## src/rtl/beam_pkg.sv

```systemverilog
// Shared types and constants for the doorway break-beam pair detector.
package beam_pkg;

   typedef enum logic [2:0] {
      IDLE  = 3'd0,
      E_A   = 3'd1,
      E_AB  = 3'd2,
      E_B   = 3'd3,
      X_B   = 3'd4,
      X_BA  = 3'd5,
      X_A   = 3'd6,
      STUCK = 3'd7
   } state_t;

   localparam int unsigned BEAM_A = 0;
   localparam int unsigned BEAM_B = 1;

endpackage

```

## src/rtl/beam_debounce.sv

```systemverilog
// Two-flop synchroniser followed by a stability filter for one IR beam.
module beam_debounce #(
   parameter int unsigned DEBOUNCE_CYCLES = 16
) (
   input  logic clk,
   input  logic reset,
   input  logic raw_in,
   output logic filt_out
);

   localparam int unsigned CW = $clog2(DEBOUNCE_CYCLES + 1);

   logic          sync_q1;
   logic          sync_q2;
   logic [CW-1:0] cnt;

   always_ff @(posedge clk or posedge reset) begin
      if (reset) begin
         sync_q1 <= 1'b0;
         sync_q2 <= 1'b0;
      end else begin
         sync_q1 <= raw_in;
         sync_q2 <= sync_q1;
      end
   end

   // Counter tracks consecutive disagreeing cycles; the level flips on the Nth one.
   always_ff @(posedge clk or posedge reset) begin
      if (reset) begin
         cnt      <= '0;
         filt_out <= 1'b0;
      end else if (sync_q2 == filt_out) begin
         cnt <= '0;
      end else if (cnt == CW'(DEBOUNCE_CYCLES - 1)) begin
         cnt      <= '0;
         filt_out <= sync_q2;
      end else begin
         cnt <= cnt + CW'(1);
      end
   end

endmodule

```

## src/rtl/beam_pair_detector.sv

```systemverilog
// Decodes the order of two debounced doorway beams into entry/exit pulses
// and raises a fault when a beam or sequence stays active too long.
module beam_pair_detector
   import beam_pkg::*;
#(
   parameter int unsigned DEBOUNCE_CYCLES = 16,
   parameter int unsigned TIMEOUT_CYCLES  = 1_000_000
) (
   input  logic       clk,
   input  logic       reset,
   input  logic       beam_a_raw,
   input  logic       beam_b_raw,
   input  logic       enable,
   output logic       human_detected,
   output logic       human_exited,
   output logic       fault,
   output logic [1:0] beams_filt
);

   localparam int unsigned TW = $clog2(TIMEOUT_CYCLES + 1);

   state_t        state;
   state_t        state_next;
   logic [TW-1:0] tcnt;
   logic [TW-1:0] tcnt_next;
   logic [1:0]    ab;
   logic          active_c;
   logic          timeout_c;
   logic          detect_c;
   logic          exit_c;

   beam_debounce #(.DEBOUNCE_CYCLES(DEBOUNCE_CYCLES)) u_deb_a (
      .clk      (clk),
      .reset    (reset),
      .raw_in   (beam_a_raw),
      .filt_out (beams_filt[BEAM_A])
   );

   beam_debounce #(.DEBOUNCE_CYCLES(DEBOUNCE_CYCLES)) u_deb_b (
      .clk      (clk),
      .reset    (reset),
      .raw_in   (beam_b_raw),
      .filt_out (beams_filt[BEAM_B])
   );

   always_ff @(posedge clk or posedge reset) begin
      if (reset) begin
         state          <= IDLE;
         tcnt           <= '0;
         human_detected <= 1'b0;
         human_exited   <= 1'b0;
         fault          <= 1'b0;
      end else begin
         state          <= state_next;
         tcnt           <= tcnt_next;
         human_detected <= detect_c;
         human_exited   <= exit_c;
         fault          <= (state_next == STUCK);
      end
   end

   // Timeout only arms while something is active, so a fresh IDLE after STUCK
   // does not immediately re-trip on the still-saturated count.
   always_comb begin
      state_next = state;
      tcnt_next  = '0;
      detect_c   = 1'b0;
      exit_c     = 1'b0;
      ab         = {beams_filt[BEAM_A], beams_filt[BEAM_B]};
      active_c   = (|beams_filt) || (state != IDLE);
      timeout_c  = active_c && (tcnt == TW'(TIMEOUT_CYCLES)) && (state != STUCK);

      if (!enable) begin
         state_next = IDLE;
      end else begin
         if (active_c) begin
            tcnt_next = (tcnt == TW'(TIMEOUT_CYCLES)) ? tcnt : tcnt + TW'(1);
         end
         if (timeout_c) begin
            state_next = STUCK;
         end else begin
            case (state)
               IDLE: begin
                  if (ab == 2'b10)      state_next = E_A;
                  else if (ab == 2'b01) state_next = X_B;
               end
               E_A: begin
                  if (ab == 2'b00)      state_next = IDLE;
                  else if (ab == 2'b11) state_next = E_AB;
               end
               E_AB: begin
                  if (ab == 2'b10)      state_next = E_A;
                  else if (ab == 2'b01) state_next = E_B;
               end
               E_B: begin
                  if (ab == 2'b00) begin
                     state_next = IDLE;
                     detect_c   = 1'b1;
                  end else if (ab == 2'b11) begin
                     state_next = E_AB;
                  end
               end
               X_B: begin
                  if (ab == 2'b00)      state_next = IDLE;
                  else if (ab == 2'b11) state_next = X_BA;
               end
               X_BA: begin
                  if (ab == 2'b01)      state_next = X_B;
                  else if (ab == 2'b10) state_next = X_A;
               end
               X_A: begin
                  if (ab == 2'b00) begin
                     state_next = IDLE;
                     exit_c     = 1'b1;
                  end else if (ab == 2'b11) begin
                     state_next = X_BA;
                  end
               end
               STUCK: begin
                  if (ab == 2'b00) state_next = IDLE;
               end
               default: state_next = IDLE;
            endcase
         end
      end
   end

endmodule

```

## config.mk

```make
export PLATFORM = sky130hd
export DESIGN_NAME = beam_pair_detector
export DESIGN_NICKNAME = d
export VERILOG_FILES = /design/src/rtl/beam_pkg.sv /design/src/rtl/beam_debounce.sv /design/src/rtl/beam_pair_detector.sv
export SDC_FILE = /design/constraint.sdc
export NUM_CORES = 1
export LEC_CHECK = 0
export BUFFER_PORTS_ARGS = -buffer_cell sky130_fd_sc_hd__buf_2
export CAP_MARGIN = 20
export CORE_ASPECT_RATIO = 0.75
export CORE_MARGIN = 4
export CORE_UTILIZATION = 25
export CTS_BUF_LIST = sky130_fd_sc_hd__clkbuf_16
export DETAILED_ROUTE_END_ITERATION = 8
export GPL_TIMING_DRIVEN = 0
export PLACE_DENSITY_LB_ADDON = 0.2
export SKIP_LAST_GASP = 1
export SLEW_MARGIN = 40
export SYNTH_ARGS = -nofsm -noshare
export SYNTH_HDL_FRONTEND = slang
export SYNTH_SLANG_ARGS = --single-unit
```

## constraint.sdc

```tcl
create_clock -name clk -period 4.6 [get_ports clk]
set_input_delay 0.46 -clock clk [delete_from_list [all_inputs] [get_ports clk]]
set_output_delay 0.46 -clock clk [all_outputs]
set_load 0.01 [all_outputs]
```

Word-level counts from Yosys, hierarchy flattened

Index checks and enable logic that the tools add are counted.

Reductions and logical operators: 11
Bitwise logic cells: 2
Add/subtract/negate cells: 3
Eq/ne operators: 18
Mux-type cells: 28

Operators by type and width:

| operator                | count |
|---|---|
| $mux W20                | 3 |
| $mux W3                 | 13 |
| $add A20 B1 Y20 const B | 1 |
| $eq A20 B20 Y1 const B  | 1 |
| $mux W5                 | 4 |
| $pmux W3 S6             | 1 |
| $eq A3 B3 Y1 const B    | 5 |
| $add A5 B1 Y5 const B   | 2 |
| $eq A5 B4 Y1 const B    | 2 |
| $mux W1                 | 7 |
| $eq A3 B2 Y1 const B    | 2 |
| $ne A3 B3 Y1 const B    | 2 |
| $reduce_or A2 Y1        | 3 |
| $eq A2 B2 Y1 const B    | 2 |
| $reduce_and A2 Y1       | 2 |
| $eq A3 B1 Y1 const B    | 1 |
| $logic_not A3 Y1        | 1 |
| $reduce_bool A3 Y1      | 1 |
| $eq A1 B1 Y1            | 2 |
| $eq A2 B1 Y1 const B    | 1 |
| $logic_and A1 B1 Y1     | 2 |
| $logic_not A2 Y1        | 1 |
| $not A1 Y1              | 2 |
| $logic_or A1 B1 Y1      | 1 |

Bits of input ports: 5
Word-level logic and storage cells: 75
Output and inout bits: 5
Register bits after elaboration: 42

Depth between registers and ports, before layout

Depth after elaboration: 7
Depth in mapped cells: 6
Gate-level depth less buffers: 6

Cells and area by module

From an unflattened synthesis, not the netlist that was laid out.

Cells, all modules: 213
Area total of the unflattened synthesis: 2135.8 µm²

By module, submodules not included:

| module             | instances | seq. area each (µm²) | area each (µm²) | cells an instance |
|---|---|---|---|---|
| beam_pair_detector | 1         | 650.6                | 1505.2          | 165 |
| beam_debounce      | 2         | 200.2                | 315.3           | 24 |

Least setup slack after synthesis

No wires, ideal clock.

Path type: register -> register
Start: reg tcnt[8]
End: reg tcnt[1]
Buffers on the path: 0
Clock period less this slack: 1695 ps
Path slack: 2905 ps
Stages on the path, launching flop included: 5
Arrival: 1616 ps
Required time: 4521 ps
Library setup time: 79 ps
Cell sequence: dfrtp_1 > or4b_1 > a211o_1 > nor2_1 > mux2i_1

Cells in the longest elaborated chain, start to end: 2

RTL lines:

| what                          | RTL line                 | text |
|---|---|---|
| start: declaration            | beam_pair_detector.sv:24 | `logic [TW-1:0] tcnt;` |
| start signal: assignment      | beam_pair_detector.sv:55 | `tcnt <= tcnt_next;` |
| $eq A20 B20 Y1                | beam_pair_detector.sv:77 | `tcnt_next = (tcnt == TW'(TIMEOUT_CYCLES)) ? tcnt : tcnt + TW'(1);` |
| $ne A3 B3 Y1 (no source line) | n/a                      |  |

Every way passes these cells.
A chain may end at the register's enable or synchronous reset.

Worst setup path in the final report

Start: reg u_deb_b.filt_out
End: reg tcnt[10]

Cells in the longest elaborated chain, start to end: 4
Elaborated cells on any way between the ends: 5
Those cells by class: eq/ne (1); mux (2); reduce/logical (2)

RTL lines:

| what                     | RTL line                 | text |
|---|---|---|
| start: declaration       | beam_debounce.sv:8       | `output logic filt_out` |
| start signal: assignment | beam_debounce.sv:36      | `filt_out <= sync_q2;` |
| $reduce_or A2 Y1 (*)     | beam_pair_detector.sv:70 | `active_c = (\|beams_filt) \|\| (state != IDLE);` |
| $logic_or A1 B1 Y1 (*)   | beam_pair_detector.sv:70 |  |
| $mux W20                 | beam_pair_detector.sv:76 | `if (active_c) begin` |
| $mux W20                 | beam_pair_detector.sv:73 | `if (!enable) begin` |

Mark *: on every way between the ends. The rest lies on a longest branch, timed or not.

==> flow_summary.yaml <==
run_status:
  status: "complete, no violations"
global_routing:
  grt_pass1_wl_um: 7776
  antenna_found_initial: 0
  grt_usage_pct: 9.699
  overflow: 0
  use_met1_pct: 15.30
  grt_pass1_vias: 1549
  grt_max_degree: 38
  grt_util_met2_pct: 13.07
  met3_usage_pct: 2.083
  grt_busiest_layer: "met1"
floorplanning:
  fp.dieH_um: 87.51
  core-area_sq_mm: 0.008058
  die_area_sq_mm: 0.009976
  fp.dieW_um: 114.0
  initial_core_util_pct: 26.15
  rows: 28
  ios: 10
synth:
  synth_cells: 215
  synthMostInstantiatedCell: "dfrtp_1"
  synth_common_cells: "dfrtp_1, nor2_1, nand2_1"
  synth.mux.area_fraction_pct: 1.485
  ys.flop_type: "dfrtp_1"
  yosys.area.top_type: "dfrtp_1"
  yosysSeqAreaShare_pct: 49.88
  synth_edf_count: 0
  synth_top_area_share_pct: 49.88
  syn_nets: 224
  yosys.area_share.simple_pct: 24.35
  synth_area_sq_mm: 0.002107
  synth-xor-area-share_pct: 6.651
  synthArstFlopShare_pct: 100.0
  synth_compound_area_share_pct: 11.05
  synthAdderAreaFrac_pct: 2.375
  synth-warning-count: 0
  synth_cell_type_count: 44
  synth_area_leaders: "dfrtp_1, xor2_1, nor2_1"
  synth_top_family_by_area: "simple AND/OR/NAND/NOR gates"
  syn_area_per_cell_sq_um: 9.800
  ys_ff_latch: 42
pwr:
  power.internal_mw: 0.5777
  pwr-share-comb_pct: 3.1
  seqPwrFrac_pct: 51.9
  switchingPower_mw: 0.1529
  p_sw_share_pct: 20.93
  p_clk_share_pct: 45.0
  p_per_area_mw_per_mm2: 299.6
  cellLeakagePower_nw: 1.032
  peakVddDrop_v: 0.0001278
timing:
  rsz0062_at_grt: "false"
  setup_viol: 0
  tightest_slew_ns: 0.6356
  clock.fmax_mhz: 484.3
  min_period_ns: 2.065
  finalHoldViolCount: 0
  fin_skew_ns: 0.006463
  tns_ns: 0
  slew_violations: 0
  fin_crit_sh_pct: 44.89
  slew_headroom_pct: 57.23
detailed_routing:
  remaining_drc_errors: 0
  initialDrtViolationCount: 97
  via_per_inst: 4.685
  route.vias.total: 1579
  finalWirelength_um: 4471
  drtAntennaViolNets: 0
  drtPass1Iterations: 4
  wl_per_cell_um: 13.27
cells_and_area:
  layout-drive-gt1-share_pct: 12.50
  area_growth_pct: 15.74
  nets: 241
  fin_area_sq_mm: 0.002439
  n_antenna_cell: 0
clocking:
  hold_buffers: 0
  root_buffer: "clkbuf_16"
  h-tree-depth: 2
  path_clk_slew_ns: 0.06
  post_cts_buffers: 0
  cts_sinks: 42
  clk_latency_ns: 0.28
  cts_resized: 0
  cts_tree: "yes"
  clockBufferDepth: 2
  cts_buffers: 5
worst_setup_path:
  path_cells: "buf_2 > nor4_1 > a21o_1 > buf_2 > buf_2 > nor2_1"
  start_kind: "register"
  required_ns: 4.76
  crit_path_start: "u_deb_b.filt_out$_DFFE_PP0P_"
  slowest_delay_ns: 0.60
  cpMostUsedCell: "buf_2"
  critPathCaptureType: "register"
  slowest_stage: "nor4_1"
  path_max_fanout: 10
  cp-endpoint: "tcnt[10]$_DFFE_PP0P_"
  rrSetupSlack_ns: 2.53
  r2r_start: "u_deb_b.filt_out$_DFFE_PP0P_"
  r2r.worst_path.cells: 6
  worstSetupPathType: "reg2reg"
  r2r-end: "tcnt[10]$_DFFE_PP0P_"
  arrival_ns: 2.22
placement:
  dpl.hpwl_um: 3159
  gp_congestion: 0.7850
  io_buffers: 9
  placed_cell_area_sq_mm: 0.002306
flow_run:
  max-cap-violations: 0
hold_path:
  hold_class: "in2async"
==> layout make-up <==
| class | count | area, sq um |
|---|---|---|
| fill | 872 | 5619 |
| sequential | 42 | 1051 |
| clock inverter | 2 | 7.507 |
| multi-input combinational | 153 | 967.2 |
| timing repair buffer | 10 | 65.06 |
| tap | 105 | 131.4 |
| inverter | 11 | 43.79 |
| clock buffer | 5 | 125.1 |
| buffer | 9 | 47.55 |
==> kinds of logic (layout without fill, tap and decap cells) <==
| group | count (synthesis) | after routing |
|---|---|---|
| and+or+nand+nor | 94 | 94 |
| buffers and inverters | 20 | 37 |
| adders and majority gates | 4 | 4 |
| muxes | 3 | 3 |
| DFF | 42 | 42 |
| xor gates and xnor gates | 16 | 16 |
| AOI/OAI and AO/OA | 36 | 36 |
==> per-stage QoR <==
stage	setup WS (ns)	utilization, %	hold slack, ns	power, mW	cells
after detailed placement	2.577	28.62	0.3347	0.4096	330
final	2.535	30.26	0.05447	0.7306	337
after CTS	2.548	30.26	0.05372	0.7389	337
after floorplan	2.905	-	0.3312	0.3996	215
after global routing	2.379	30.26	0.05670	0.7527	337
after global placement	2.459	28.34	0.3353	0.4072	329
==> layer usage <==
metal | vias up | routed length [um]
li1 | 803 | -
met3 | 2 | 164
met5 | - | 0
met2 | 22 | 1719
met4 | 0 | 42
met1 | 752 | 2545
==> cells in the final DEF (no fill, tap or decap), types with 2 or more instances in the layout <==
master / synthesis / routed
a21o_1: 2 / 2
and4_1: 3 / 3
nor2_1: 21 / 21
nand3_1: 11 / 11
clkbuf_1: 2 / 2
o211ai_1: 3 / 3
buf_2: 5 / 14
ha_1: 4 / 4
and2_1: 5 / 5
nand4_1: 8 / 8
o31ai_1: 5 / 5
or3_1: 3 / 3
a22oi_1: 2 / 2
dfrtp_1: 42 / 42
inv_1: 11 / 12
buf_4: 2 / 2
or3_2: 2 / 2
and3_1: 4 / 4
or4_1: 5 / 5
clkbuf_16: 0 / 5
xnor2_1: 5 / 5
nor4b_1: 2 / 2
mux2i_1: 2 / 2
o21ai_0: 8 / 8
nor3_1: 4 / 4
a21oi_1: 9 / 9
xor2_1: 11 / 11
nand2_1: 16 / 16
nor4_1: 2 / 2
==> power groups by stage <==
stage                     clock, mW  sequential, mW  combinational (mW)
after floorplan                   0           0.385              0.0143
after global placement            0           0.386              0.0211
after detailed placement          0           0.386              0.0235
after CTS                     0.336           0.379              0.0237
after global routing          0.347           0.380              0.0259
final                         0.329           0.379              0.0224
==> registers in the layout, summed over array words and instances (netlist names) <==
name,cells
u_deb_a.sync_q1,1
human_detected,1
u_deb_b.cnt,5
u_deb_a.filt_out,1
u_deb_b.filt_out,1
u_deb_a.sync_q2,1
fault,1
u_deb_b.sync_q1,1
u_deb_a.cnt,5
u_deb_b.sync_q2,1
tcnt,20
state,3
human_exited,1
==> how the worst min path moves through the flow <==
stage                                         start                   endpoint
final                                         reset   u_deb_a.cnt[3]$_DFF_PP0_
after global routing                          reset   u_deb_a.cnt[3]$_DFF_PP0_
after CTS                                     reset   u_deb_a.cnt[3]$_DFF_PP0_
after detailed placement  u_deb_a.sync_q1$_DFF_PP0_  u_deb_a.sync_q2$_DFF_PP0_
after global placement    u_deb_b.sync_q1$_DFF_PP0_  u_deb_b.sync_q2$_DFF_PP0_
after floorplan           u_deb_a.sync_q1$_DFF_PP0_  u_deb_a.sync_q2$_DFF_PP0_
==> worst max-delay path: cells and delay by family (launching register included) <==
kind,cells,cell delay (ns)
compound gates,1,0.20
buf+inv,3,0.68
flops,1,0.37
simple gates,2,0.68
(Power assumes the default switching activity.)
